**src/rtl/alu_pkg.sv**
```systemverilog
// Shared opcode, FSM and command definitions for the ALU command sequencer.
package alu_pkg;

  localparam logic [3:0] OP_ADD  = 4'd0;
  localparam logic [3:0] OP_SUB  = 4'd1;
  localparam logic [3:0] OP_MUL  = 4'd2;
  localparam logic [3:0] OP_DIV  = 4'd3;
  localparam logic [3:0] OP_SHL  = 4'd4;
  localparam logic [3:0] OP_SHR  = 4'd5;
  localparam logic [3:0] OP_AND  = 4'd6;
  localparam logic [3:0] OP_OR   = 4'd7;
  localparam logic [3:0] OP_LAST = 4'd7;

  localparam int CMD_W = 24;

  typedef enum logic [1:0] {
    ST_IDLE  = 2'd0,
    ST_DRIVE = 2'd1,
    ST_RESP  = 2'd2
  } state_e;

  typedef struct packed {
    logic [3:0] op;
    logic [7:0] a;
    logic [7:0] b;
    logic [3:0] tag;
  } cmd_t;

  // Commands that must never reach the ALU.
  function automatic logic is_err_cmd(input cmd_t c);
    return (c.op > OP_LAST) || ((c.op == OP_DIV) && (c.b == 8'h00));
  endfunction

endpackage

```
**src/rtl/alu_cmd_sequencer_if.sv**
```systemverilog
// Command (valid/ready source) and response (valid/ready sink) bundle of the sequencer.
interface alu_cmd_sequencer_if;

  logic       cmd_valid;
  logic       cmd_ready;
  logic [3:0] cmd_op;
  logic [7:0] cmd_a;
  logic [7:0] cmd_b;
  logic [3:0] cmd_tag;

  logic       rsp_valid;
  logic       rsp_ready;
  logic [7:0] rsp_data;
  logic       rsp_carry;
  logic [3:0] rsp_tag;
  logic       rsp_err;

  modport master (
    output cmd_valid, cmd_op, cmd_a, cmd_b, cmd_tag, rsp_ready,
    input  cmd_ready, rsp_valid, rsp_data, rsp_carry, rsp_tag, rsp_err
  );

  modport slave (
    input  cmd_valid, cmd_op, cmd_a, cmd_b, cmd_tag, rsp_ready,
    output cmd_ready, rsp_valid, rsp_data, rsp_carry, rsp_tag, rsp_err
  );

endinterface

```
**src/rtl/alu_cmd_fifo.sv**
```systemverilog
// Command FIFO, DEPTH entries of cmd_t, head visible combinationally for the IDLE pop.
module alu_cmd_fifo
  import alu_pkg::*;
#(
  parameter int DEPTH = 4
) (
  input  logic                     clk,
  input  logic                     rst_n,
  input  logic                     push,
  input  cmd_t                     din,
  input  logic                     pop,
  output cmd_t                     dout,
  output logic                     full,
  output logic                     empty,
  output logic [$clog2(DEPTH):0]   count
);

  localparam int PW = $clog2(DEPTH);
  localparam int CW = PW + 1;

  cmd_t          mem_q [DEPTH];
  logic [PW-1:0] wr_ptr_q, wr_ptr_d;
  logic [PW-1:0] rd_ptr_q, rd_ptr_d;
  logic [CW-1:0] count_q, count_d;
  logic          push_ok, pop_ok;

  assign full    = (count_q == CW'(DEPTH));
  assign empty   = (count_q == '0);
  assign count   = count_q;
  assign push_ok = push && !full;
  assign pop_ok  = pop && !empty;
  assign dout    = mem_q[rd_ptr_q];

  // Pointers wrap naturally because DEPTH is a power of two.
  always_comb begin
    wr_ptr_d = wr_ptr_q;
    rd_ptr_d = rd_ptr_q;
    count_d  = count_q;
    if (push_ok) wr_ptr_d = wr_ptr_q + 1'b1;
    if (pop_ok)  rd_ptr_d = rd_ptr_q + 1'b1;
    case ({push_ok, pop_ok})
      2'b10:   count_d = count_q + 1'b1;
      2'b01:   count_d = count_q - 1'b1;
      default: count_d = count_q;
    endcase
  end

  always_ff @(posedge clk) begin
    if (!rst_n) begin
      wr_ptr_q <= '0;
      rd_ptr_q <= '0;
      count_q  <= '0;
    end else begin
      wr_ptr_q <= wr_ptr_d;
      rd_ptr_q <= rd_ptr_d;
      count_q  <= count_d;
    end
  end

  always_ff @(posedge clk) begin
    if (push_ok) mem_q[wr_ptr_q] <= din;
  end

endmodule

```
**src/rtl/alu_cmd_sequencer.sv**
```systemverilog
// Feeds queued commands one at a time to an external combinational ALU and returns
// tagged, in-order responses; bad opcodes and divide-by-zero are answered locally.
module alu_cmd_sequencer
  import alu_pkg::*;
#(
  parameter int DEPTH       = 4,
  parameter int WAIT_CYCLES = 1
) (
  input  logic                 clk,
  input  logic                 rst_n,
  alu_cmd_sequencer_if.slave   bus,
  output logic [7:0]           alu_a,
  output logic [7:0]           alu_b,
  output logic [3:0]           alu_sel,
  input  logic [7:0]           alu_out,
  input  logic                 alu_carry,
  output logic                 busy
);

  localparam int CW  = $clog2(DEPTH) + 1;
  localparam int WCW = (WAIT_CYCLES > 1) ? $clog2(WAIT_CYCLES) : 1;

  state_e         state_q, state_d;
  logic [WCW-1:0] wait_cnt_q, wait_cnt_d;
  logic [7:0]     alu_a_q, alu_a_d;
  logic [7:0]     alu_b_q, alu_b_d;
  logic [3:0]     alu_sel_q, alu_sel_d;
  logic [7:0]     rsp_data_q, rsp_data_d;
  logic           rsp_carry_q, rsp_carry_d;
  logic [3:0]     rsp_tag_q, rsp_tag_d;
  logic           rsp_err_q, rsp_err_d;

  cmd_t           cmd_in, head;
  logic           fifo_pop, fifo_full, fifo_empty;
  logic [CW-1:0]  fifo_count;

  assign cmd_in = {bus.cmd_op, bus.cmd_a, bus.cmd_b, bus.cmd_tag};

  alu_cmd_fifo #(.DEPTH(DEPTH)) u_fifo (
    .clk   (clk),
    .rst_n (rst_n),
    .push  (bus.cmd_valid),
    .din   (cmd_in),
    .pop   (fifo_pop),
    .dout  (head),
    .full  (fifo_full),
    .empty (fifo_empty),
    .count (fifo_count)
  );

  // Tag is latched at pop; it is not visible until RESP so the capture point is equivalent.
  always_comb begin
    state_d     = state_q;
    wait_cnt_d  = wait_cnt_q;
    alu_a_d     = alu_a_q;
    alu_b_d     = alu_b_q;
    alu_sel_d   = alu_sel_q;
    rsp_data_d  = rsp_data_q;
    rsp_carry_d = rsp_carry_q;
    rsp_tag_d   = rsp_tag_q;
    rsp_err_d   = rsp_err_q;
    fifo_pop    = 1'b0;
    case (state_q)
      ST_IDLE: begin
        if (!fifo_empty) begin
          fifo_pop  = 1'b1;
          rsp_tag_d = head.tag;
          if (is_err_cmd(head)) begin
            rsp_data_d  = 8'h00;
            rsp_carry_d = 1'b0;
            rsp_err_d   = 1'b1;
            state_d     = ST_RESP;
          end else begin
            alu_a_d    = head.a;
            alu_b_d    = head.b;
            alu_sel_d  = head.op;
            wait_cnt_d = WCW'(WAIT_CYCLES - 1);
            state_d    = ST_DRIVE;
          end
        end
      end
      ST_DRIVE: begin
        if (wait_cnt_q != '0) begin
          wait_cnt_d = wait_cnt_q - 1'b1;
        end else begin
          rsp_data_d  = alu_out;
          rsp_carry_d = (alu_sel_q == OP_ADD) ? alu_carry : 1'b0;
          rsp_err_d   = 1'b0;
          state_d     = ST_RESP;
        end
      end
      ST_RESP: begin
        if (bus.rsp_ready) state_d = ST_IDLE;
      end
      default: state_d = ST_IDLE;
    endcase
  end

  always_ff @(posedge clk) begin
    if (!rst_n) begin
      state_q     <= ST_IDLE;
      wait_cnt_q  <= '0;
      alu_a_q     <= '0;
      alu_b_q     <= '0;
      alu_sel_q   <= '0;
      rsp_data_q  <= '0;
      rsp_carry_q <= 1'b0;
      rsp_tag_q   <= '0;
      rsp_err_q   <= 1'b0;
    end else begin
      state_q     <= state_d;
      wait_cnt_q  <= wait_cnt_d;
      alu_a_q     <= alu_a_d;
      alu_b_q     <= alu_b_d;
      alu_sel_q   <= alu_sel_d;
      rsp_data_q  <= rsp_data_d;
      rsp_carry_q <= rsp_carry_d;
      rsp_tag_q   <= rsp_tag_d;
      rsp_err_q   <= rsp_err_d;
    end
  end

  assign bus.cmd_ready = !fifo_full;
  assign bus.rsp_valid = (state_q == ST_RESP);
  assign bus.rsp_data  = rsp_data_q;
  assign bus.rsp_carry = rsp_carry_q;
  assign bus.rsp_tag   = rsp_tag_q;
  assign bus.rsp_err   = rsp_err_q;
  assign alu_a         = alu_a_q;
  assign alu_b         = alu_b_q;
  assign alu_sel       = alu_sel_q;
  assign busy          = (state_q != ST_IDLE) || (fifo_count != '0);

endmodule

```
**src/flat_wrapper.sv**
```systemverilog
// flat-port wrapper written by rule: the top's interface ports become plain ports
module alu_cmd_sequencer_flat import alu_pkg::*;
#(
  parameter int DEPTH       = 4,
  parameter int WAIT_CYCLES = 1
)
  (clk, rst_n, alu_a, alu_b, alu_sel, alu_out, alu_carry, busy, bus_cmd_valid, bus_cmd_op, bus_cmd_a, bus_cmd_b, bus_cmd_tag, bus_rsp_ready, bus_cmd_ready, bus_rsp_valid, bus_rsp_data, bus_rsp_carry, bus_rsp_tag, bus_rsp_err);
  alu_cmd_sequencer_if bus_i ();
  input  logic clk;
  input  logic rst_n;
  output logic [7:0] alu_a;
  output logic [7:0] alu_b;
  output logic [3:0] alu_sel;
  input  logic [7:0] alu_out;
  input  logic alu_carry;
  output logic busy;
  input wire logic [$bits(bus_i.cmd_valid)-1:0] bus_cmd_valid;
  input wire logic [$bits(bus_i.cmd_op)-1:0] bus_cmd_op;
  input wire logic [$bits(bus_i.cmd_a)-1:0] bus_cmd_a;
  input wire logic [$bits(bus_i.cmd_b)-1:0] bus_cmd_b;
  input wire logic [$bits(bus_i.cmd_tag)-1:0] bus_cmd_tag;
  input wire logic [$bits(bus_i.rsp_ready)-1:0] bus_rsp_ready;
  output wire logic [$bits(bus_i.cmd_ready)-1:0] bus_cmd_ready;
  output wire logic [$bits(bus_i.rsp_valid)-1:0] bus_rsp_valid;
  output wire logic [$bits(bus_i.rsp_data)-1:0] bus_rsp_data;
  output wire logic [$bits(bus_i.rsp_carry)-1:0] bus_rsp_carry;
  output wire logic [$bits(bus_i.rsp_tag)-1:0] bus_rsp_tag;
  output wire logic [$bits(bus_i.rsp_err)-1:0] bus_rsp_err;
  assign bus_i.cmd_valid = bus_cmd_valid;
  assign bus_i.cmd_op = bus_cmd_op;
  assign bus_i.cmd_a = bus_cmd_a;
  assign bus_i.cmd_b = bus_cmd_b;
  assign bus_i.cmd_tag = bus_cmd_tag;
  assign bus_i.rsp_ready = bus_rsp_ready;
  assign bus_cmd_ready = bus_i.cmd_ready;
  assign bus_rsp_valid = bus_i.rsp_valid;
  assign bus_rsp_data = bus_i.rsp_data;
  assign bus_rsp_carry = bus_i.rsp_carry;
  assign bus_rsp_tag = bus_i.rsp_tag;
  assign bus_rsp_err = bus_i.rsp_err;
  alu_cmd_sequencer #(.DEPTH(DEPTH), .WAIT_CYCLES(WAIT_CYCLES)) u_core (.clk(clk), .rst_n(rst_n), .bus(bus_i), .alu_a(alu_a), .alu_b(alu_b), .alu_sel(alu_sel), .alu_out(alu_out), .alu_carry(alu_carry), .busy(busy));
endmodule
```
**config.mk**
```make
export PLATFORM = sky130hd
export DESIGN_NAME = alu_cmd_sequencer_flat
export DESIGN_NICKNAME = d
export VERILOG_FILES = /design/src/rtl/alu_pkg.sv /design/src/rtl/alu_cmd_sequencer_if.sv /design/src/rtl/alu_cmd_fifo.sv /design/src/rtl/alu_cmd_sequencer.sv /design/src/flat_wrapper.sv
export SDC_FILE = /design/constraint.sdc
export NUM_CORES = 1
export LEC_CHECK = 0
export CAP_MARGIN = 0
export CORE_UTILIZATION = 30
export CTS_BUF_LIST = sky130_fd_sc_hd__clkbuf_4
export DETAILED_ROUTE_END_ITERATION = 7
export MAX_ROUTING_LAYER = met4
export PLACE_DENSITY_LB_ADDON = 0.2
export SYNTH_ARGS = -nofsm -noshare
export SYNTH_HDL_FRONTEND = slang
export SYNTH_HIERARCHICAL = 1
export SYNTH_SLANG_ARGS = --single-unit
```
**constraint.sdc**
```tcl
create_clock -name clk -period 2.2 [get_ports clk]
set_input_delay 0.22 -clock clk [delete_from_list [all_inputs] [get_ports clk]]
set_output_delay 0.22 -clock clk [all_outputs]
set_load 0.05 [all_outputs]
```
==> results.txt <==
The switching share of total power is 35.09%. The critical path in this run is classified as reg -> reg. The leading register cell type out of synthesis is edfxtp_1. The setup skew after layout is 0.01590 ns. Counting the buffers created by CTS gives 17. The worst pin sits at a relative slew slack of 61.58%. Cell internal power was estimated by the tool at 5.426 mW. The worst setup path is launched from a register.

The maximum fanout along the worst path came out at 10. The total power density per cell area came out at 1199 nW/um^2. The half-perimeter wire length after placement is 7426 um. The area growth from synthesis to layout is 29.15%. The number of placed instances, taps included, is 635. The total standard cell area after synthesis is 5399 um^2. The total placed instance area is 6569 um^2.

The signal on the critical path passes through buf_12, mux4_2, and4bb_2, nand4_1, and3_4, a22o_1. By area the synthesized netlist is led by edfxtp_1 (53%), dfxtp_1 (17%), mux4_2 (10%). The I/O pin count is 74.

The first routing iteration left 167 violations. The total routing resource utilization after global routing came out at 13.65%. The H-tree level count is 4.

The floorplan step set the die width to 136.2 um. The number of enable-type register cells in the synthesized netlist came out at 96. The number of antenna violations at the first check in global routing came out at 1. By count the netlist is led by edfxtp_1 (96), dfxtp_1 (45), nand2_1 (36), mux4_2 (24). The total via count in the routed design came out at 3,078. The latest clock arrival within the worst-skew pair is 0.53 ns. Setup repair after global routing could not meet its margin everywhere. The synthesized flop and latch total came out at 141. The number of I/O port buffers is 73. The post-synthesis average cell area is 16.31 um^2.

After synthesis, the largest area contributor takes up 53.40% of total cell area. The area of the die came out at 18,540 um^2. In the post-synthesis netlist, the cell with the most instances is edfxtp_1. After the last flow step, the layout net total stands at 479. The first-pass iteration count of the detailed router is 4. The combinational group share of total power came out at 38.2%. For this run, the number of standard cells in the final layout without fillers is 675. The flow ran to the end, and the final reports show no timing, DRC or antenna violations. The final number of setup-violating endpoints came out at 0. The final routed DRC violation total is 0. The kind of cell with the highest combined delay along the critical path is simple AND/OR/NAND/NOR gates. The data arrival time at the worst-slack endpoint is 2.61 ns.

The number of vias per cell is 4.560. The leakage dissipation came out at 2.364 nW. STA classifies the critical path endpoint as a register. The share of the clock period used by the worst path after layout came out at 99.62%.

TritonCTS built the clock tree. The class of the tightest hold or removal check is in -> reg. The height of the chip came out at 136.2 um. The net switching power is 2.933 mW. The number of core rows came out at 48. The biggest area consumer among synthesized cells is edfxtp_1. The clock transition at the register clock pins on the worst setup and hold paths after CTS is 0.11 ns. In the synthesized netlist the async set-or-reset flop fraction comes to 0%. The clock period could shrink to 2.192 ns.

The number of hold-repair buffers added at the cts stage is 0. The total grt overflow came out at 0. The sequential cell fraction of total power is 41.4%. The cell sitting at the root of the clock tree is a clkbuf_4.

The effective utilization at floorplan came out at 31.00%. The clock network accounts for 20.4% of the total power. The number of global-route vias before repair is 3,144.

The number of cells produced by synthesis came out at 331. For the worst setup path, the data required time is 2.62 ns. The sum of negative setup slack is 0 ns. Entering global routing, the biggest net connects 25 pins. For this run, the number of Yosys warnings is 6. Synthesis produced a netlist with a net count of 374.

In the final layout, the share of cells above drive strength 1 is 23.16%. The delay contributed by the slowest stage of the critical path is 0.54 ns. The final cell area excluding filler cells is 6973 um^2.

The standard cell with the maximum stage delay on the critical path is mux4_2. The area of the core region is 17,420 um^2. At the pin with the least slew margin, the transition time is 0.5745 ns. The wire length of the first global-routing pass came out at 17,500 um. The final RePlAce weighted congestion came out at 0.6873.

The clock passes through at most 2 buffers. Counting every sink on the clock net gives 141. The tool flagged a number of max-cap violations equal to 0. The number of library cell types mapped by synthesis came out at 43. Summing the sequential cell areas from Yosys gives 70.08% of the chip area. The number of buffer and inverter stages on the critical path is 1. Dividing the detail-routed wire length by the instance count gives 17.10 um. In this run the remaining antenna-violating nets after routing total 0.

The final wirelength is 11,540 um. The max-slew violation count came out at 0. The number of hold violations in the final report is 0. The worst ir drop on vdd is 0.0006464 V. Timing would allow up to 0.4563 GHz.
[metal layers]
layer  up-vias  track usage, %  part of all wire, %
met5         -               -                    0
met4         0           5.000                  1.0
met3         7           4.064                  4.9
met2        89           21.12                   48
met1      1512           16.84                   46
li1       1470               -                    -
[logic make-up (layout without fill, tap and decap cells)]
logic type / Yosys count / in the layout / synth area share, %
AOI/OAI and AO/OA: 41 / 41 / 4.728
xor gates and xnor gates: 2 / 2 / 0.3245
adders and majority gates: 6 / 6 / 1.530
buffers and inverters: 25 / 141 / 2.897
DFF: 141 / 141 / 70.08
muxes: 38 / 38 / 12.61
other: 0 / 1 / 0
and+or+nand+nor: 78 / 80 / 7.833
[flip-flops by register name, summed over array words and instances (netlist names), named ones only]
name	count
u_core/alu_sel	4
u_core/alu_b	8
u_core/u_fifo/rd_ptr_q	2
u_core/bus.rsp_err	1
u_core/u_fifo/wr_ptr_q	2
u_core/state_q	2
u_core/u_fifo/mem_q	96
u_core/bus.rsp_carry	1
u_core/bus.rsp_tag	4
u_core/alu_a	8
u_core/u_fifo/count	3
u_core/bus.rsp_data	8
[final timing paths]
| path | start | to | slack (ns) | cells after the start |
|---|---|---|---|---|
| min | alu_out[0] | u_core/bus.rsp_data[0] | 0.31 | 2 |
| max | register | u_core/bus.rsp_data[4] | 0.008 | 6 |
| max reg2reg | register | u_core/bus.rsp_data[4] | 0.008 | 6 |
| min reg2reg | u_core/alu_a[1] | u_core/alu_a[1] | 0.48 | 2 |
[power by group through the flow]
| stage | Combinational [mW] | Clock, mW | Sequential (mW) |
|---|---|---|---|
| global placement | 3.10 | 0 | 3.51 |
| floorplan | 1.60 | 0 | 4.06 |
| detailed placement | 3.12 | 0 | 3.52 |
| finish | 3.20 | 1.71 | 3.46 |
| global route | 3.45 | 1.89 | 3.51 |
| CTS | 3.12 | 1.78 | 3.46 |
[layout make-up]
class / count / area, um^2
flip-flops and latches: 141 / 3796
clock buffers: 20 / 150.1
clock inverters: 12 / 146.4
fillers: 1641 / 10440
repair buffers: 100 / 1015
inverters: 9 / 33.78
well taps: 225 / 281.5
diodes: 1 / 2.502
multi-input cells: 167 / 1548
[cells in the final DEF (no fill, tap or decap), types with 14 or more instances in the layout]
master | Yosys | routed
mux2i_1 | 14 | 14
mux4_2 | 24 | 24
o21ai_0 | 14 | 14
buf_4 | 0 | 20
clkbuf_4 | 0 | 20
edfxtp_1 | 96 | 96
clkdlybuf4s50_1 | 0 | 70
dfxtp_1 | 45 | 41
nand2_1 | 36 | 36
[what timing repair did]
item / CTS / global route
gates cloned: 0 / 2
resized for setup: 3 / 10
pin swaps: 0 / 6
endpoints found under the hold margin: 0 / 0
setup endpoints to repair: 10 / 29
setup buffers: 0 / 5
[stage by stage]
stage               power (mW)  worst slack [ns]  hold WS [ns]  utilization [%]
global placement         6.608         -0.004237        0.4431            37.72
CTS                      8.357           0.01955        0.2409            39.45
floorplan                5.653           0.01534        0.3189                -
finish                   8.360          0.008373        0.3099            40.04
detailed placement       6.636          -0.05723        0.4548            37.72
global route             8.838          -0.06503        0.2459            40.04
Note: power is estimated with default switching activity, not from simulation.
